File: src/rtl/uart_tx_axis_pkg.sv
// ============================================================================
// Module : uart_tx_axis_pkg
// Brief  : Shared UART frame definitions: FSM encodings, parity selectors and
//          the parity helper used by the transmitter and its receiver peer.
// Rev    : 1.0  initial release
// ============================================================================
`default_nettype none

package uart_tx_axis_pkg;

    localparam int c_STATE_W       = 3;
    localparam int c_MAX_DATA_BITS = 9;

    localparam logic [c_STATE_W-1:0] c_ST_IDLE   = 3'd0;
    localparam logic [c_STATE_W-1:0] c_ST_START  = 3'd1;
    localparam logic [c_STATE_W-1:0] c_ST_DATA   = 3'd2;
    localparam logic [c_STATE_W-1:0] c_ST_PARITY = 3'd3;
    localparam logic [c_STATE_W-1:0] c_ST_STOP   = 3'd4;

    localparam int c_PAR_NONE = 0;
    localparam int c_PAR_EVEN = 1;
    localparam int c_PAR_ODD  = 2;

    // Unused upper bits must be zero so they do not disturb the XOR reduction.
    function automatic logic calc_parity(input logic [c_MAX_DATA_BITS-1:0] data,
                                         input logic                       odd);
        return (^data) ^ odd;
    endfunction

endpackage

`default_nettype wire

File: src/rtl/uart_baud_tick.sv
// ============================================================================
// Module : uart_baud_tick
// Brief  : Bit-period counter with synchronous clear; pulses bit_done on the
//          last clock of every bit period.
// Rev    : 1.0  initial release
// ============================================================================
`default_nettype none

module uart_baud_tick #(
    parameter int BAUD_DIV = 434
) (
    input  logic clk,
    input  logic rst_n,
    input  logic clear,
    output logic bit_done
);
    import uart_tx_axis_pkg::*;

    localparam int                 c_CNT_W = $clog2(BAUD_DIV) + 1;
    localparam logic [c_CNT_W-1:0] c_LAST  = c_CNT_W'(BAUD_DIV - 1);

    logic [c_CNT_W-1:0] r_cnt;

    always_ff @(posedge clk or negedge rst_n) begin
        if (!rst_n) begin
            r_cnt <= '0;
        end else if (clear || (r_cnt == c_LAST)) begin
            r_cnt <= '0;
        end else begin
            r_cnt <= r_cnt + c_CNT_W'(1);
        end
    end

    assign bit_done = !clear && (r_cnt == c_LAST);

endmodule

`default_nettype wire

File: src/rtl/uart_tx_axis.sv
// ============================================================================
// Module : uart_tx_axis
// Brief  : UART transmitter with AXI-Stream slave input and a one-entry
//          holding register for back-to-back frames.
// Rev    : 1.0  initial release
// ============================================================================
`default_nettype none

module uart_tx_axis #(
    parameter int    CLK_FREQ  = 50_000_000,
    parameter int    BAUD      = 115200,
    parameter int    DATA_BITS = 8,
    parameter string PARITY    = "even",
    parameter int    STOP_BITS = 1
) (
    input  logic                 clk,
    input  logic                 rst_n,
    input  logic [DATA_BITS-1:0] s_axis_tdata,
    input  logic                 s_axis_tvalid,
    output logic                 s_axis_tready,
    output logic                 tx,
    output logic                 tx_busy
);
    import uart_tx_axis_pkg::*;

    localparam int                 c_BAUD_DIV = CLK_FREQ / BAUD;
    localparam int                 c_BIT_W    = $clog2(DATA_BITS);
    localparam logic [c_BIT_W-1:0] c_LAST_BIT = c_BIT_W'(DATA_BITS - 1);
    localparam bit                 c_HAS_PAR  = (PARITY != "none");
    localparam logic               c_ODD      = (PARITY == "odd");

    logic [c_STATE_W-1:0] r_state;
    logic [DATA_BITS-1:0] r_hold;
    logic                 r_hold_valid;
    logic [DATA_BITS-1:0] r_shift;
    logic                 r_par_bit;
    logic [c_BIT_W-1:0]   r_bit_cnt;
    logic                 r_stop_cnt;
    logic                 r_tx;

    logic w_bit_done;
    logic w_accept;
    logic w_last_stop;
    logic w_load;

    uart_baud_tick #(
        .BAUD_DIV (c_BAUD_DIV)
    ) u_baud_tick (
        .clk      (clk),
        .rst_n    (rst_n),
        .clear    (r_state == c_ST_IDLE),
        .bit_done (w_bit_done)
    );

    assign w_accept    = s_axis_tvalid && !r_hold_valid;
    assign w_last_stop = (r_state == c_ST_STOP) && w_bit_done &&
                         (r_stop_cnt == 1'(STOP_BITS - 1));
    // A pending byte starts a frame from idle, or directly after the last stop clock.
    assign w_load      = r_hold_valid && ((r_state == c_ST_IDLE) || w_last_stop);

    always_ff @(posedge clk or negedge rst_n) begin
        if (!rst_n) begin
            r_state      <= c_ST_IDLE;
            r_hold       <= '0;
            r_hold_valid <= 1'b0;
            r_shift      <= '0;
            r_par_bit    <= 1'b0;
            r_bit_cnt    <= '0;
            r_stop_cnt   <= 1'b0;
            r_tx         <= 1'b1;
        end else begin
            if (w_accept) begin
                r_hold       <= s_axis_tdata;
                r_hold_valid <= 1'b1;
            end

            case (r_state)
                c_ST_IDLE: begin
                    r_tx <= 1'b1;
                end
                c_ST_START: begin
                    if (w_bit_done) begin
                        r_tx      <= r_shift[0];
                        r_shift   <= r_shift >> 1;
                        r_bit_cnt <= '0;
                        r_state   <= c_ST_DATA;
                    end
                end
                c_ST_DATA: begin
                    if (w_bit_done) begin
                        if (r_bit_cnt == c_LAST_BIT) begin
                            r_stop_cnt <= 1'b0;
                            if (c_HAS_PAR) begin
                                r_tx    <= r_par_bit;
                                r_state <= c_ST_PARITY;
                            end else begin
                                r_tx    <= 1'b1;
                                r_state <= c_ST_STOP;
                            end
                        end else begin
                            r_tx      <= r_shift[0];
                            r_shift   <= r_shift >> 1;
                            r_bit_cnt <= r_bit_cnt + c_BIT_W'(1);
                        end
                    end
                end
                c_ST_PARITY: begin
                    if (w_bit_done) begin
                        r_tx       <= 1'b1;
                        r_stop_cnt <= 1'b0;
                        r_state    <= c_ST_STOP;
                    end
                end
                c_ST_STOP: begin
                    if (w_bit_done) begin
                        if (w_last_stop) begin
                            r_tx    <= 1'b1;
                            r_state <= c_ST_IDLE;
                        end else begin
                            r_stop_cnt <= 1'b1;
                        end
                    end
                end
                default: begin
                    r_tx    <= 1'b1;
                    r_state <= c_ST_IDLE;
                end
            endcase

            // Parity is captured from the whole byte before any shifting.
            if (w_load) begin
                r_shift      <= r_hold;
                r_par_bit    <= calc_parity(c_MAX_DATA_BITS'(r_hold), c_ODD);
                r_hold_valid <= 1'b0;
                r_tx         <= 1'b0;
                r_state      <= c_ST_START;
            end
        end
    end

    assign s_axis_tready = !r_hold_valid;
    assign tx            = r_tx;
    assign tx_busy       = (r_state != c_ST_IDLE) || r_hold_valid;

endmodule

`default_nettype wire

File: config.mk
export PLATFORM = sky130hd
export DESIGN_NAME = uart_tx_axis
export DESIGN_NICKNAME = d
export VERILOG_FILES = /design/src/rtl/uart_tx_axis_pkg.sv /design/src/rtl/uart_baud_tick.sv /design/src/rtl/uart_tx_axis.sv
export SDC_FILE = /design/constraint.sdc
export NUM_CORES = 1
export LEC_CHECK = 0
export CORE_ASPECT_RATIO = 0.7
export CORE_MARGIN = 2
export CORE_UTILIZATION = 43
export CTS_CLUSTER_DIAMETER = 50
export DETAILED_ROUTE_END_ITERATION = 16
export SYNTH_ARGS = -nofsm -noshare
export SYNTH_HDL_FRONTEND = slang
export SYNTH_HIERARCHICAL = 1
export SYNTH_SLANG_ARGS = --single-unit
File: constraint.sdc
create_clock -name clk -period 5.7 [get_ports clk]
set_clock_uncertainty 0.2 [all_clocks]
set_input_delay 0.855 -clock clk [delete_from_list [all_inputs] [get_ports clk]]
set_output_delay 0.855 -clock clk [all_outputs]
set_load 0.01 [all_outputs]
Word-level counts from Yosys, hierarchy flattened
Index checks and enable logic that the tools add are counted.

Flip-flop bits (word level): 36. ROM bits: 0. Latch bits: 0. Word-level logic and storage cells: 89. Memory bits (writable): 0. Memories: 0. Output and inout bits: 3.

Div/mod/pow operators: 0. Shift operators: 0. Bitwise gates (word level): 1. $lt $le $gt $ge: 0. Equality and inequality tests: 21. Add/subtract/negate cells: 2. Mux-type cells: 34. Reduce and logical (&&, ||, !) cells: 22. Multipliers: 0.

Operators with widths (count): $mux 8 (4); $mux 3 (10); $ne 3x3->1 const B (7); $ne 2x2->1 const B (8); $pmux 8 s2 (1); $pmux 3 s5 (1); $mux 1 (14); $add 10x1->10 const B (1); $eq 10x9->1 const B (1); $mux 10 (1); $reduce_bool 3->1 (3); $reduce_xor 9->1 (1); $reduce_and 4->1 (2); $reduce_and 7->1 (1); $eq 3x2->1 const B (2); $eq 3x3->1 const B (2); $pmux 3 s2 (1); $reduce_and 6->1 (1); $logic_and 1x1->1 (5); $reduce_and 5->1 (1); $pmux 1 s4 (1); $reduce_bool 2->1 (2); $add 3x1->3 const B (1); $eq 3x1->1 const B (1); 5 further kinds (8).

Longest topological paths before layout
Depth after elaboration: 9. Gate-level depth with buffers: 11.

By module
The synthesis kept the hierarchy.

By module, submodules not included: uart_tx_axis (area an instance 1300.0 sq um, sequential area each 651.9 sq um, cells each 117, times used 1); uart_baud_tick (area an instance 511.7 sq um, sequential area each 250.2 sq um, cells each 47, times used 1).

Least setup slack after synthesis
No wires, ideal clock.

Path kind: flip-flop to flip-flop. Start: register u_baud_tick.r_cnt[1]. End: register r_shift[7]. Arrival time: 1.999 ns. Stages on the path, launching flop included: 12. Path buffers: 1. Setup slack: 3.382 ns. Cell sequence: dfrtp_1 inv_1 ha_1 nand2b_1 nor4_4 nand3_1 nor2_1 nand2b_1 a2111o_1 buf_6 nand3_1 o21ai_2.

Longest elaborated chain between the ends: 8. Elaborated cells on any way between the ends: 12.

Ends and longest elaborated chain: start: declaration (RTL line uart_baud_tick.sv:22) `logic [c_CNT_W-1:0] r_cnt;`; start signal: assignment (RTL line uart_baud_tick.sv:30) `r_cnt <= r_cnt + c_CNT_W'(1);`; $eq 10x9->1 (*) (RTL line uart_baud_tick.sv:34) `assign bit_done = !clear && (r_cnt == c_LAST);`; $logic_and 1x1->1 (*) (RTL line uart_baud_tick.sv:34); net w_bit_done (RTL line uart_tx_axis.sv:41) `logic w_bit_done;`; $logic_and 1x1->1 (2 in series) (RTL line uart_tx_axis.sv:56) `assign w_last_stop = (r_state == c_ST_STOP) && w_bit_done &&`; $logic_or 1x1->1 (RTL line uart_tx_axis.sv:59) `assign w_load = r_hold_valid && ((r_state == c_ST_IDLE) || w_last_stop);`; $logic_and 1x1->1 (RTL line uart_tx_axis.sv:59); $ne 3x3->1 (no line) or $reduce_bool 3->1 (tied branches); $reduce_and 4->1 (no line); end signal: assignment (RTL line uart_tx_axis.sv:84) `r_shift <= r_shift >> 1;`; end signal: assignment (RTL line uart_tx_axis.sv:102) `r_shift <= r_shift >> 1;`; end signal: assignment (RTL line uart_tx_axis.sv:132) `r_shift <= r_hold;`; end: declaration (RTL line uart_tx_axis.sv:35) `logic [DATA_BITS-1:0] r_shift;`.

Mark *: on every way through the listed nets, which the timed path passes. The rest lies on a longest branch. A chain may end at the register's enable or synchronous reset.

Worst setup path in the final report
Start: register r_state[0]. End: output tx_busy.

Longest elaborated chain between the ends: 2.

Ends and longest elaborated chain: start: declaration (RTL line uart_tx_axis.sv:32) `logic [c_STATE_W-1:0] r_state;`; start signal: assignment (RTL line uart_tx_axis.sv:63) `r_state <= c_ST_IDLE;`; start signal: assignment (RTL line uart_tx_axis.sv:86) `r_state <= c_ST_DATA;`; start signal: assignment (RTL line uart_tx_axis.sv:95) `r_state <= c_ST_PARITY;`; $reduce_bool 3->1 (RTL line uart_tx_axis.sv:143) `assign tx_busy = (r_state != c_ST_IDLE) || r_hold_valid;`; $logic_or 1x1->1 (RTL line uart_tx_axis.sv:143); end: declaration (RTL line uart_tx_axis.sv:22) `output logic tx_busy`.

Every way passes these cells.

==> flow_metrics.py <==
metrics = {
    "cells_and_area": {
        "final_common_cell": "dfrtp_1",
        "nNetsFinal": 191,
        "nFillCells": 368,
        "final_cell_mix": "35 x dfrtp_1, 21 x nor2_1, 13 x clkdlybuf4s50_1",
        "layout-drive-gt1-share_pct": 13.6,
        "syn2layout_area_growth_pct": 12.6,
        "diodes": 0,
        "finalNonFillerCells": 228,
    },
    "setup_path": {
        "required_ns": 4.64,
        "r2r_end": "r_state[0]",
        "cp_max_fo": 11,
        "path_class": "flop to primary output",
        "cp-start-kind": "flop",
        "endpoint": "tx_busy",
        "cp.arrival_ns": 1.97,
        "r2r_start": "u_baud_tick/r_cnt[1]",
        "endpoint_kind": "primary output",
        "rr_worst_depth": 10,
        "r2r_setup_slack_ns": 2.85,
        "critPathLaunch": "r_state[0]",
    },
    "sta": {
        "tightest_slew_ns": 0.722,
        "finalHoldWorstSlack_ns": 0.274,
        "tns_ns": 0,
        "rsz0062_at_grt": "false",
        "finalHoldViolations": 0,
        "period_needed_ns": 3.03,
        "final_max_slew_viol_count": 0,
        "setup_viol": 0,
        "post-route-period-util_pct": 53.1,
        "timing.fmax_mhz": 330,
        "slew_headroom_pct": 51.8,
    },
    "clock_tree": {
        "cts_hold_buffers": 0,
        "cts_tree": "done",
        "cts_max_level": 2,
        "cts_buffers": 5,
        "cts_buffer_depth": 2,
        "clk_pin_slew_ns": 0.07,
        "cts_setup_buffers": 0,
        "ctsRootBufferMaster": "clkbuf_8",
        "insertion_delay_ns": 0.28,
        "numClockSinks": 36,
        "cts_resized": 0,
    },
    "job": {
        "max_cap_viol_count": 0,
    },
    "drt": {
        "wl_per_cell_um": 14.2,
        "finalWirelength_mm": 3.23,
        "drtIter0Drc": 43,
        "ant_nets": 0,
        "avgViaCountPerCell": 5.30,
        "drc": 0,
        "via_count": 1209,
        "drtPass1Iterations": 4,
    },
    "yosys": {
        "ys.warnings.count": 6,
        "synthCells": 164,
        "ys_top_cells_by_area": "dfrtp_1 48%, mux2i_1 5.0%, mux2_2 4.4%",
        "async_flop_share_pct": 100,
        "syn-num-nets": 179,
        "ys_types": 43,
        "synth_ff_type": "dfrtp_1",
        "synth-edff-count": 0,
        "yosys.area.top_type": "dfrtp_1",
        "synth_area_per_cell_um2": 11.0,
        "synth.top_cell.area_share_pct": 48.3,
        "ys_seq_area_share_pct": 49.8,
        "ys_seq_elements": 36,
        "synth.cell_area_mm2": 0.00181,
    },
    "floorplanning": {
        "die_h_um": 58.3,
        "start_util_pct": 45.4,
        "core_mm2": 0.00399,
        "rows": 19,
        "dieArea_mm2": 0.00476,
        "io_pins": 14,
        "chipWidth_um": 81.6,
    },
    "global_route": {
        "grt_max_degree": 37,
        "antenna_found_initial": 0,
        "grt_overflow": 0,
        "grt_usage_pct": 15.5,
        "grt_pass1_vias": 1165,
        "grt_pass1_wl_mm": 5.53,
    },
    "min_path": {
        "min_path_type": "flop to flop",
    },
    "power_and_ir_drop": {
        "p_per_area_mw_per_mm2": 471,
        "p_total_uw": 960,
        "power.leakage_uw": 0.000928,
        "peakVddDrop_uv": 305,
    },
    "outcome": {
        "status": "finished, final reports clean",
    },
    "placement": {
        "io_buffers": 13,
        "dp_hpwl_mm": 2.26,
        "place_congestion": 0.754,
        "place_inst": 221,
    },
}
[per-layer routing]
metal | wire length [µm] | up-vias | track usage [%]
li1 | - | 592 | -
met1 | 1610 | 594 | 22.8
met3 | 115 | 5 | 4.60
met5 | 0 | - | 0
met2 | 1460 | 18 | 22.1
met4 | 40 | 0 | 5.00
[area by class of cell]
cell class | instances | area, µm² | area share [%]
Clock buffer | 7 | 96.3 | 4.72
Inverter | 5 | 18.8 | 0.920
Multi-Input combinational cell | 114 | 821 | 40.2
Sequential cell | 36 | 902 | 44.2
Tap cell | 52 | 65.1 | 3.19
Timing Repair Buffer | 14 | 138 | 6.74
[metrics by stage]
stage | cell area (µm²) | utilization [%] | setup WS [ns]
2_1_floorplan | 1810 | - | 3.38
3_3_place_gp | 1940 | 48.7 | 3.00
3_5_place_dp | 1940 | 48.7 | 2.89
4_1_cts | 2040 | 51.1 | 2.64
5_1_grt | 2040 | 51.1 | 2.51
6_report | 2040 | 51.1 | 2.67
[power by group]
group          total (µW)  switching [µW]  leakage [µW]  internal, µW
sequential            427            83.3      0.000443           344
clock                 192            84.4     0.0000503           108
combinational         341             166      0.000434           175
total                 960             334      0.000928           626
[worst max-delay path, cell delays in order (launching register included)]
cell	delay [ns]
dfrtp_1	0.51
nor3_1	0.58
nand2_1	0.10
clkdlybuf4s50_1	0.50
[flip-flops by register name, indices dropped and copies added (netlist names), 3 cells and up]
signal and cells:
r_bit_cnt 3, r_hold 8, r_shift 8, r_state 3, u_baud_tick/r_cnt 10
[how the worst min path moves through the flow]
stage                         start         to  slack [ns]  cells past startpoint
after floorplan           r_par_bit  r_par_bit        0.25                      2
after global placement           tx         tx        0.26                      2
after detailed placement  r_par_bit  r_par_bit        0.27                      2
after CTS                        tx         tx        0.28                      2
after global routing      r_par_bit  r_par_bit        0.30                      2
final                            tx         tx        0.27                      2
[synthesized netlist by cell type, types with 2 or more instances]
| cell | number |
|---|---|
| xnor2_1 | 9 |
| a21o_1 | 2 |
| mux2_2 | 7 |
| dfrtp_1 | 35 |
| o21ai_0 | 4 |
| nand2b_1 | 3 |
| inv_1 | 5 |
| o21ai_2 | 2 |
| nand3_1 | 5 |
| mux2i_1 | 9 |
| nand2_1 | 9 |
| nor2b_1 | 3 |
| a31oi_1 | 2 |
| a21boi_0 | 2 |
| a21oi_1 | 7 |
| nor2_1 | 21 |
| buf_2 | 2 |
| clkbuf_1 | 2 |
| xor2_1 | 5 |
| ha_1 | 4 |
| buf_6 | 4 |
[cell families after synthesis]
| logic type | count (synthesis) | synth area share [%] |
|---|---|---|
| compound gates | 30 | 11.8 |
| xor+xnor | 14 | 6.77 |
| fa+ha+maj | 4 | 2.76 |
| buf+inv | 14 | 4.90 |
| flops | 36 | 49.8 |
| mux | 16 | 9.32 |
| simple gates | 50 | 14.6 |
(Power assumes the default switching activity.)
